[src/rtl/sci_fifo_pkg.sv]
// Shared constants for the SCI FIFO family.
// Default data width, depth exponent and pointer width helper.
package sci_fifo_pkg;

  localparam int SCI_FIFO_N   = 16;
  localparam int SCI_FIFO_D_N = 2;

  // Pointers carry one extra bit to tell full from empty
  localparam int SCI_FIFO_PW  = SCI_FIFO_D_N + 1;

  function automatic int sci_fifo_ptr_w(input int d_n);
    return d_n + 1;
  endfunction

endpackage

[src/rtl/sci_sync_fifo_th_if.sv]
// Bus-side bundle of the SCI sync FIFO.
// slave = FIFO side, master = producer/consumer side.
interface sci_sync_fifo_th_if
  import sci_fifo_pkg::*;
#(
  parameter int N   = SCI_FIFO_N,
  parameter int D_N = SCI_FIFO_D_N
);

  logic           iREMOVE;
  logic           iERR_CLEAR;
  logic [D_N:0]   oCOUNT;
  logic           iWR_EN;
  logic [N-1:0]   iWR_DATA;
  logic           oWR_FULL;
  logic           oWR_ALMOST_FULL;
  logic           iRD_EN;
  logic [N-1:0]   oRD_DATA;
  logic           oRD_EMPTY;
  logic           oRD_ALMOST_EMPTY;
  logic           oOVERFLOW;
  logic           oUNDERFLOW;

  modport slave (
    input  iREMOVE,
    input  iERR_CLEAR,
    output oCOUNT,
    input  iWR_EN,
    input  iWR_DATA,
    output oWR_FULL,
    output oWR_ALMOST_FULL,
    input  iRD_EN,
    output oRD_DATA,
    output oRD_EMPTY,
    output oRD_ALMOST_EMPTY,
    output oOVERFLOW,
    output oUNDERFLOW
  );

  modport master (
    output iREMOVE,
    output iERR_CLEAR,
    input  oCOUNT,
    output iWR_EN,
    output iWR_DATA,
    input  oWR_FULL,
    input  oWR_ALMOST_FULL,
    output iRD_EN,
    input  oRD_DATA,
    input  oRD_EMPTY,
    input  oRD_ALMOST_EMPTY,
    input  oOVERFLOW,
    input  oUNDERFLOW
  );

endinterface

[src/rtl/sci_sync_fifo_ram.sv]
// DEPTH x N register array for the SCI FIFO.
// One synchronous write port, one asynchronous read port.
module sci_sync_fifo_ram
  import sci_fifo_pkg::*;
#(
  parameter int N     = SCI_FIFO_N,
  parameter int D_N   = SCI_FIFO_D_N,
  parameter int DEPTH = 1 << D_N
) (
  input  logic           iCLOCK,
  input  logic           we,
  input  logic [D_N-1:0] waddr,
  input  logic [N-1:0]   wdata,
  input  logic [D_N-1:0] raddr,
  output logic [N-1:0]   rdata
);

  logic [N-1:0] mem_q [DEPTH];

  // Store accepted write data; contents survive reset and flush
  always_ff @(posedge iCLOCK) begin
    if (we) begin
      mem_q[waddr] <= wdata;
    end
  end

  assign rdata = mem_q[raddr];

endmodule

[src/rtl/sci_sync_fifo_th.sv]
// Synchronous FIFO with thresholds for SCI/UART TX and RX paths.
// Define SCI_SYNC_FIFO_ERROR_FLAG_EN to build sticky error flags.
module sci_sync_fifo_th
  import sci_fifo_pkg::*;
#(
  parameter int N     = SCI_FIFO_N,
  parameter int D_N   = SCI_FIFO_D_N,
  parameter int DEPTH = 1 << D_N,
  parameter int AF_TH = 3,
  parameter int AE_TH = 1
) (
  input  logic            iCLOCK,
  input  logic            inRESET,
  sci_sync_fifo_th_if.slave bus
);

  localparam int PW = sci_fifo_ptr_w(D_N);

  localparam logic [PW-1:0] FULL_V = PW'(DEPTH);
  localparam logic [PW-1:0] AF_V   = PW'(AF_TH);
  localparam logic [PW-1:0] AE_V   = PW'(AE_TH);

  logic [PW-1:0] wp_q, wp_d;
  logic [PW-1:0] rp_q, rp_d;
  logic [PW-1:0] count;
  logic          full;
  logic          empty;
  logic          rd_ok;
  logic          wr_ok;
  logic          mem_we;

  assign count = wp_q - rp_q;
  assign full  = (count == FULL_V);
  assign empty = (count == '0);

  // A read on a full FIFO frees the slot the write needs
  assign rd_ok  = bus.iRD_EN & ~empty;
  assign wr_ok  = bus.iWR_EN & (~full | rd_ok);
  assign mem_we = wr_ok & ~bus.iREMOVE;

  // Next pointers: flush wins, otherwise advance on acceptance
  always_comb begin
    wp_d = wp_q;
    rp_d = rp_q;
    if (bus.iREMOVE) begin
      wp_d = '0;
      rp_d = '0;
    end else begin
      if (wr_ok) wp_d = wp_q + 1'b1;
      if (rd_ok) rp_d = rp_q + 1'b1;
    end
  end

  // Pointer registers
  always_ff @(posedge iCLOCK or negedge inRESET) begin
    if (!inRESET) begin
      wp_q <= '0;
      rp_q <= '0;
    end else begin
      wp_q <= wp_d;
      rp_q <= rp_d;
    end
  end

  sci_sync_fifo_ram #(
    .N     (N),
    .D_N   (D_N),
    .DEPTH (DEPTH)
  ) u_ram (
    .iCLOCK (iCLOCK),
    .we     (mem_we),
    .waddr  (wp_q[D_N-1:0]),
    .wdata  (bus.iWR_DATA),
    .raddr  (rp_q[D_N-1:0]),
    .rdata  (bus.oRD_DATA)
  );

  assign bus.oCOUNT           = count;
  assign bus.oWR_FULL         = full;
  assign bus.oWR_ALMOST_FULL  = (count >= AF_V);
  assign bus.oRD_EMPTY        = empty;
  assign bus.oRD_ALMOST_EMPTY = (count <= AE_V);

`ifdef SCI_SYNC_FIFO_ERROR_FLAG_EN

  logic ovf_q, ovf_d;
  logic unf_q, unf_d;

  // Sticky flags: clear first so a same-cycle set wins
  always_comb begin
    ovf_d = ovf_q;
    unf_d = unf_q;
    if (bus.iERR_CLEAR) begin
      ovf_d = 1'b0;
      unf_d = 1'b0;
    end
    if (!bus.iREMOVE) begin
      if (bus.iWR_EN & ~wr_ok) ovf_d = 1'b1;
      if (bus.iRD_EN & ~rd_ok) unf_d = 1'b1;
    end
  end

  // Error flag registers
  always_ff @(posedge iCLOCK or negedge inRESET) begin
    if (!inRESET) begin
      ovf_q <= 1'b0;
      unf_q <= 1'b0;
    end else begin
      ovf_q <= ovf_d;
      unf_q <= unf_d;
    end
  end

  assign bus.oOVERFLOW  = ovf_q;
  assign bus.oUNDERFLOW = unf_q;

`else

  logic unused_err_clear;
  assign unused_err_clear = bus.iERR_CLEAR;

  assign bus.oOVERFLOW  = 1'b0;
  assign bus.oUNDERFLOW = 1'b0;

`endif

endmodule
[src/flat_wrapper.sv]
// flat-port wrapper written by rule: the top's interface ports become plain ports
module sci_sync_fifo_th_flat import sci_fifo_pkg::*;
#(
  parameter int N     = SCI_FIFO_N,
  parameter int D_N   = SCI_FIFO_D_N,
  parameter int DEPTH = 1 << D_N,
  parameter int AF_TH = 3,
  parameter int AE_TH = 1
)
  (iCLOCK, inRESET, bus_iREMOVE, bus_iERR_CLEAR, bus_oCOUNT, bus_iWR_EN, bus_iWR_DATA, bus_oWR_FULL, bus_oWR_ALMOST_FULL, bus_iRD_EN, bus_oRD_DATA, bus_oRD_EMPTY, bus_oRD_ALMOST_EMPTY, bus_oOVERFLOW, bus_oUNDERFLOW);
  sci_sync_fifo_th_if #(.N(N), .D_N(D_N)) bus_i ();
  input  logic iCLOCK;
  input  logic inRESET;
  input wire logic [$bits(bus_i.iREMOVE)-1:0] bus_iREMOVE;
  input wire logic [$bits(bus_i.iERR_CLEAR)-1:0] bus_iERR_CLEAR;
  output wire logic [$bits(bus_i.oCOUNT)-1:0] bus_oCOUNT;
  input wire logic [$bits(bus_i.iWR_EN)-1:0] bus_iWR_EN;
  input wire logic [$bits(bus_i.iWR_DATA)-1:0] bus_iWR_DATA;
  output wire logic [$bits(bus_i.oWR_FULL)-1:0] bus_oWR_FULL;
  output wire logic [$bits(bus_i.oWR_ALMOST_FULL)-1:0] bus_oWR_ALMOST_FULL;
  input wire logic [$bits(bus_i.iRD_EN)-1:0] bus_iRD_EN;
  output wire logic [$bits(bus_i.oRD_DATA)-1:0] bus_oRD_DATA;
  output wire logic [$bits(bus_i.oRD_EMPTY)-1:0] bus_oRD_EMPTY;
  output wire logic [$bits(bus_i.oRD_ALMOST_EMPTY)-1:0] bus_oRD_ALMOST_EMPTY;
  output wire logic [$bits(bus_i.oOVERFLOW)-1:0] bus_oOVERFLOW;
  output wire logic [$bits(bus_i.oUNDERFLOW)-1:0] bus_oUNDERFLOW;
  assign bus_i.iREMOVE = bus_iREMOVE;
  assign bus_i.iERR_CLEAR = bus_iERR_CLEAR;
  assign bus_oCOUNT = bus_i.oCOUNT;
  assign bus_i.iWR_EN = bus_iWR_EN;
  assign bus_i.iWR_DATA = bus_iWR_DATA;
  assign bus_oWR_FULL = bus_i.oWR_FULL;
  assign bus_oWR_ALMOST_FULL = bus_i.oWR_ALMOST_FULL;
  assign bus_i.iRD_EN = bus_iRD_EN;
  assign bus_oRD_DATA = bus_i.oRD_DATA;
  assign bus_oRD_EMPTY = bus_i.oRD_EMPTY;
  assign bus_oRD_ALMOST_EMPTY = bus_i.oRD_ALMOST_EMPTY;
  assign bus_oOVERFLOW = bus_i.oOVERFLOW;
  assign bus_oUNDERFLOW = bus_i.oUNDERFLOW;
  sci_sync_fifo_th #(.N(N), .D_N(D_N), .DEPTH(DEPTH), .AF_TH(AF_TH), .AE_TH(AE_TH)) u_core (.iCLOCK(iCLOCK), .inRESET(inRESET), .bus(bus_i));
endmodule
[config.mk]
export PLATFORM = sky130hd
export DESIGN_NAME = sci_sync_fifo_th_flat
export DESIGN_NICKNAME = d
export VERILOG_FILES = /design/src/rtl/sci_fifo_pkg.sv /design/src/rtl/sci_sync_fifo_th_if.sv /design/src/rtl/sci_sync_fifo_ram.sv /design/src/rtl/sci_sync_fifo_th.sv /design/src/flat_wrapper.sv
export SDC_FILE = /design/constraint.sdc
export NUM_CORES = 1
export LEC_CHECK = 0
export ABC_AREA = 0
export BUFFER_PORTS_ARGS = -buffer_cell sky130_fd_sc_hd__buf_2
export CORE_MARGIN = 1
export CORE_UTILIZATION = 50
export CTS_BUF_LIST = sky130_fd_sc_hd__clkbuf_16
export DETAILED_ROUTE_END_ITERATION = 12
export PLACE_DENSITY = 0.87
export SETUP_SLACK_MARGIN = 0.02
export SYNTH_ARGS = -nofsm -noshare
export SYNTH_HDL_FRONTEND = slang
export SYNTH_SLANG_ARGS = --single-unit
[constraint.sdc]
create_clock -name iCLOCK -period 2.4 [get_ports iCLOCK]
set_clock_uncertainty 0.05 [all_clocks]
set_input_delay 0.48 -clock iCLOCK [delete_from_list [all_inputs] [get_ports iCLOCK]]
set_output_delay 0.48 -clock iCLOCK [all_outputs]
set_load 0.01 [all_outputs]
==> flow_summary.toml <==
[logic_synthesis]
synth_cell_types = 30
synth-edff-count = 64
avgSynthCellArea_um2 = 20.0
synth-main-ff-cell = "edfxtp_1"
synth_compound_area_frac = 0.0158
synthSimpleGateAreaFrac = 0.0457
synth_top_family_by_area = "multiplexers"
synthCells = 142
syn_area_um2 = 2850
synth.mux.area_fraction = 0.148
synth-async-reset-ratio = 0.0857
yosys_warnings = 0
seq_area_frac_synth = 0.728
synth_adder_area_share = 0.0334
ys_ff_latch = 70
synth-xor-area-share = 0.00835

[outcome]
outcome = "complete, no violations"

[placement]
dp_cells = 258
gp_congestion = 0.760
port_buffers = 43
dp_hpwl_um = 3090
placed_area_um2 = 3180

[clock_tree]
root_buffer = "clkbuf_16"
cts_max_path_buffers = 2
cts.sinks = 70
h-tree-depth = 3
cts_tree = "done"
clk_latency_ps = 320
cts_made_buffers = 9
path_clk_slew_ps = 50

[global_routing]
grt_pass1_wl_um = 8080
grt_pass1_vias = 1622
grt_antenna_before_repair = 0
grt.total_usage = 0.188
grt_max_degree = 20
grt_overflow = 0

[floorplan]
initial_utilization = 0.517
die_h_um = 77.5
die_area_um2 = 6000
rows = 27
die-width_um = 77.5
coreArea_um2 = 5510
ioPinCount = 47

[critical_path]
path_class = "reg2out"
crit_arrival_ps = 1860
required_ps = 1870
path_max_fanout = 4
critPathCapture = "bus_oRD_ALMOST_EMPTY"
reg2regPathDepth = 8
rr_endpoint = "u_core.wp_q[2]"
worstSetupStartpointType = "flip-flop"
cp-end-kind = "primary output"
r2r_setup_slack_ps = 150
cp-startpoint = "u_core.wp_q[0]"
reg2reg_from = "u_core.wp_q[0]"

[finish]
antenna_cells = 0
final_common_cell = "edfxtp_1"
fin_nets = 232
syn_to_final_growth_pct = 25.5
mostFrequentLayoutCells = "edfxtp_1, buf_2, mux4_2, buf_4, clkbuf_16"
final_area_um2 = 3570
drive_above_1_share = 0.476
final-instance-count-excl-fill = 280
nFillCells = 388

[detailed_routing]
vias = 1487
postRouteAntennaNets = 0
drtIter0Drc = 82
drc_errors = 0
wirelength_um = 5070
dr.pass1.iters = 4
vias_per_cell = 5.31
wl_per_cell_um = 18.1

[sta]
holdWs_ps = 329
finalCritPeriodShare = 0.997
fin_crit_ps = 2390
max_freq_mhz = 418
rsz0062_at_grt = "true"
final_hold_viol_count = 0
finalSetupViolCount = 0
setup_tns_ps = 0
slew_viol_final = 0

[power]
ir_drop_uv = 1080
power_density_nw_per_um2 = 1070
p_leak_nw = 1.34

[hold_path]
min_path_type = "in2reg"
holdCritStartpoint = "bus_iWR_DATA[13]"
hold_depth = 1

[run]
maxCapViolCount = 0
==> worst min path at each step <==
stage / end
2_1_floorplan: u_core.rp_q[0]
3_3_place_gp: u_core.rp_q[2]
3_5_place_dp: u_core.rp_q[2]
4_1_cts: u_core.u_ram.mem_q[3][3]
5_1_grt: u_core.u_ram.mem_q[3][3]
6_report: u_core.u_ram.mem_q[1][13]
==> report_power, final <==
group | internal (mW) | switching [mW]
Sequential | 1.41 | 0.0277
Clock | 0.788 | 0.445
Combinational | 0.586 | 0.555
==> per-stage QoR <==
step / util / setup slack [ps] / total power [mW]
2_1_floorplan: - / 91.7 / 2.03
3_3_place_gp: 0.577 / 90.1 / 2.36
3_5_place_dp: 0.577 / 19.6 / 2.38
4_1_cts: 0.643 / -4.96 / 3.77
5_1_grt: 0.649 / -56.3 / 3.99
6_report: 0.649 / 6.46 / 3.81
==> cell type report <==
type                       instances  area [µm²]  share of cell area
clock buffer                       9         225              0.0630
clock inverter                     7        58.8              0.0165
tap                               72        90.1              0.0252
multi-input combinational         61         774               0.217
timing repair buffer              56         329              0.0921
sequential                        70        2070               0.580
inverter                           5        23.8             0.00665
==> Yosys cell counts (2+ instances only) <==
cell / count / area share
buf_2: 2 / 0.0035
and3_1: 4 / 0.0088
dfrtp_1: 6 / 0.053
nand2b_1: 4 / 0.0088
inv_1: 5 / 0.0066
buf_4: 2 / 0.0053
mux4_2: 16 / 0.13
edfxtp_1: 64 / 0.68
ha_1: 6 / 0.026
nor2_1: 8 / 0.011
clkbuf_1: 2 / 0.0026
nor2b_1: 3 / 0.0066
mux2_4: 2 / 0.011
mux2i_1: 2 / 0.0070
==> timing repair <==
action,CTS,global route
resized for setup,11,9
hold buffers,1,0
pin swaps,3,2
endpoints found under the setup margin,53,85
buffers inserted,5,0
hold endpoints to repair,6,0
==> sequential cells by signal, summed over array words and instances (netlist names) <==
name / flops
u_core.rp_q: 3
u_core.u_ram.mem_q: 64
u_core.wp_q: 3
==> critical path: stages, from the launching register on <==
cell and delay, ps:
dfrtp_1 370, inv_2 70, ha_4 150, fa_2 330
xnor3_2 250, buf_6 150, inv_6 60, nor2_1 40
buf_2 130
==> layer usage <==
| layer | vias up | wire length (µm) | track usage |
|---|---|---|---|
| met3 | 6 | 267 | 0.0671 |
| met5 | - | 0 | 0 |
| met1 | 753 | 1970 | 0.213 |
| met4 | 0 | 38 | 0.0623 |
| met2 | 44 | 2790 | 0.328 |
| li1 | 684 | - | - |
==> cell families after synthesis <==
group / count (synthesis)
AOI/OAI and AO/OA: 6
xor gates and xnor gates: 1
adders and majority gates: 7
buffers and inverters: 12
DFF: 70
muxes: 21
other: 1
and+or+nand+nor: 24
Power figures use the tool's default switching activity.
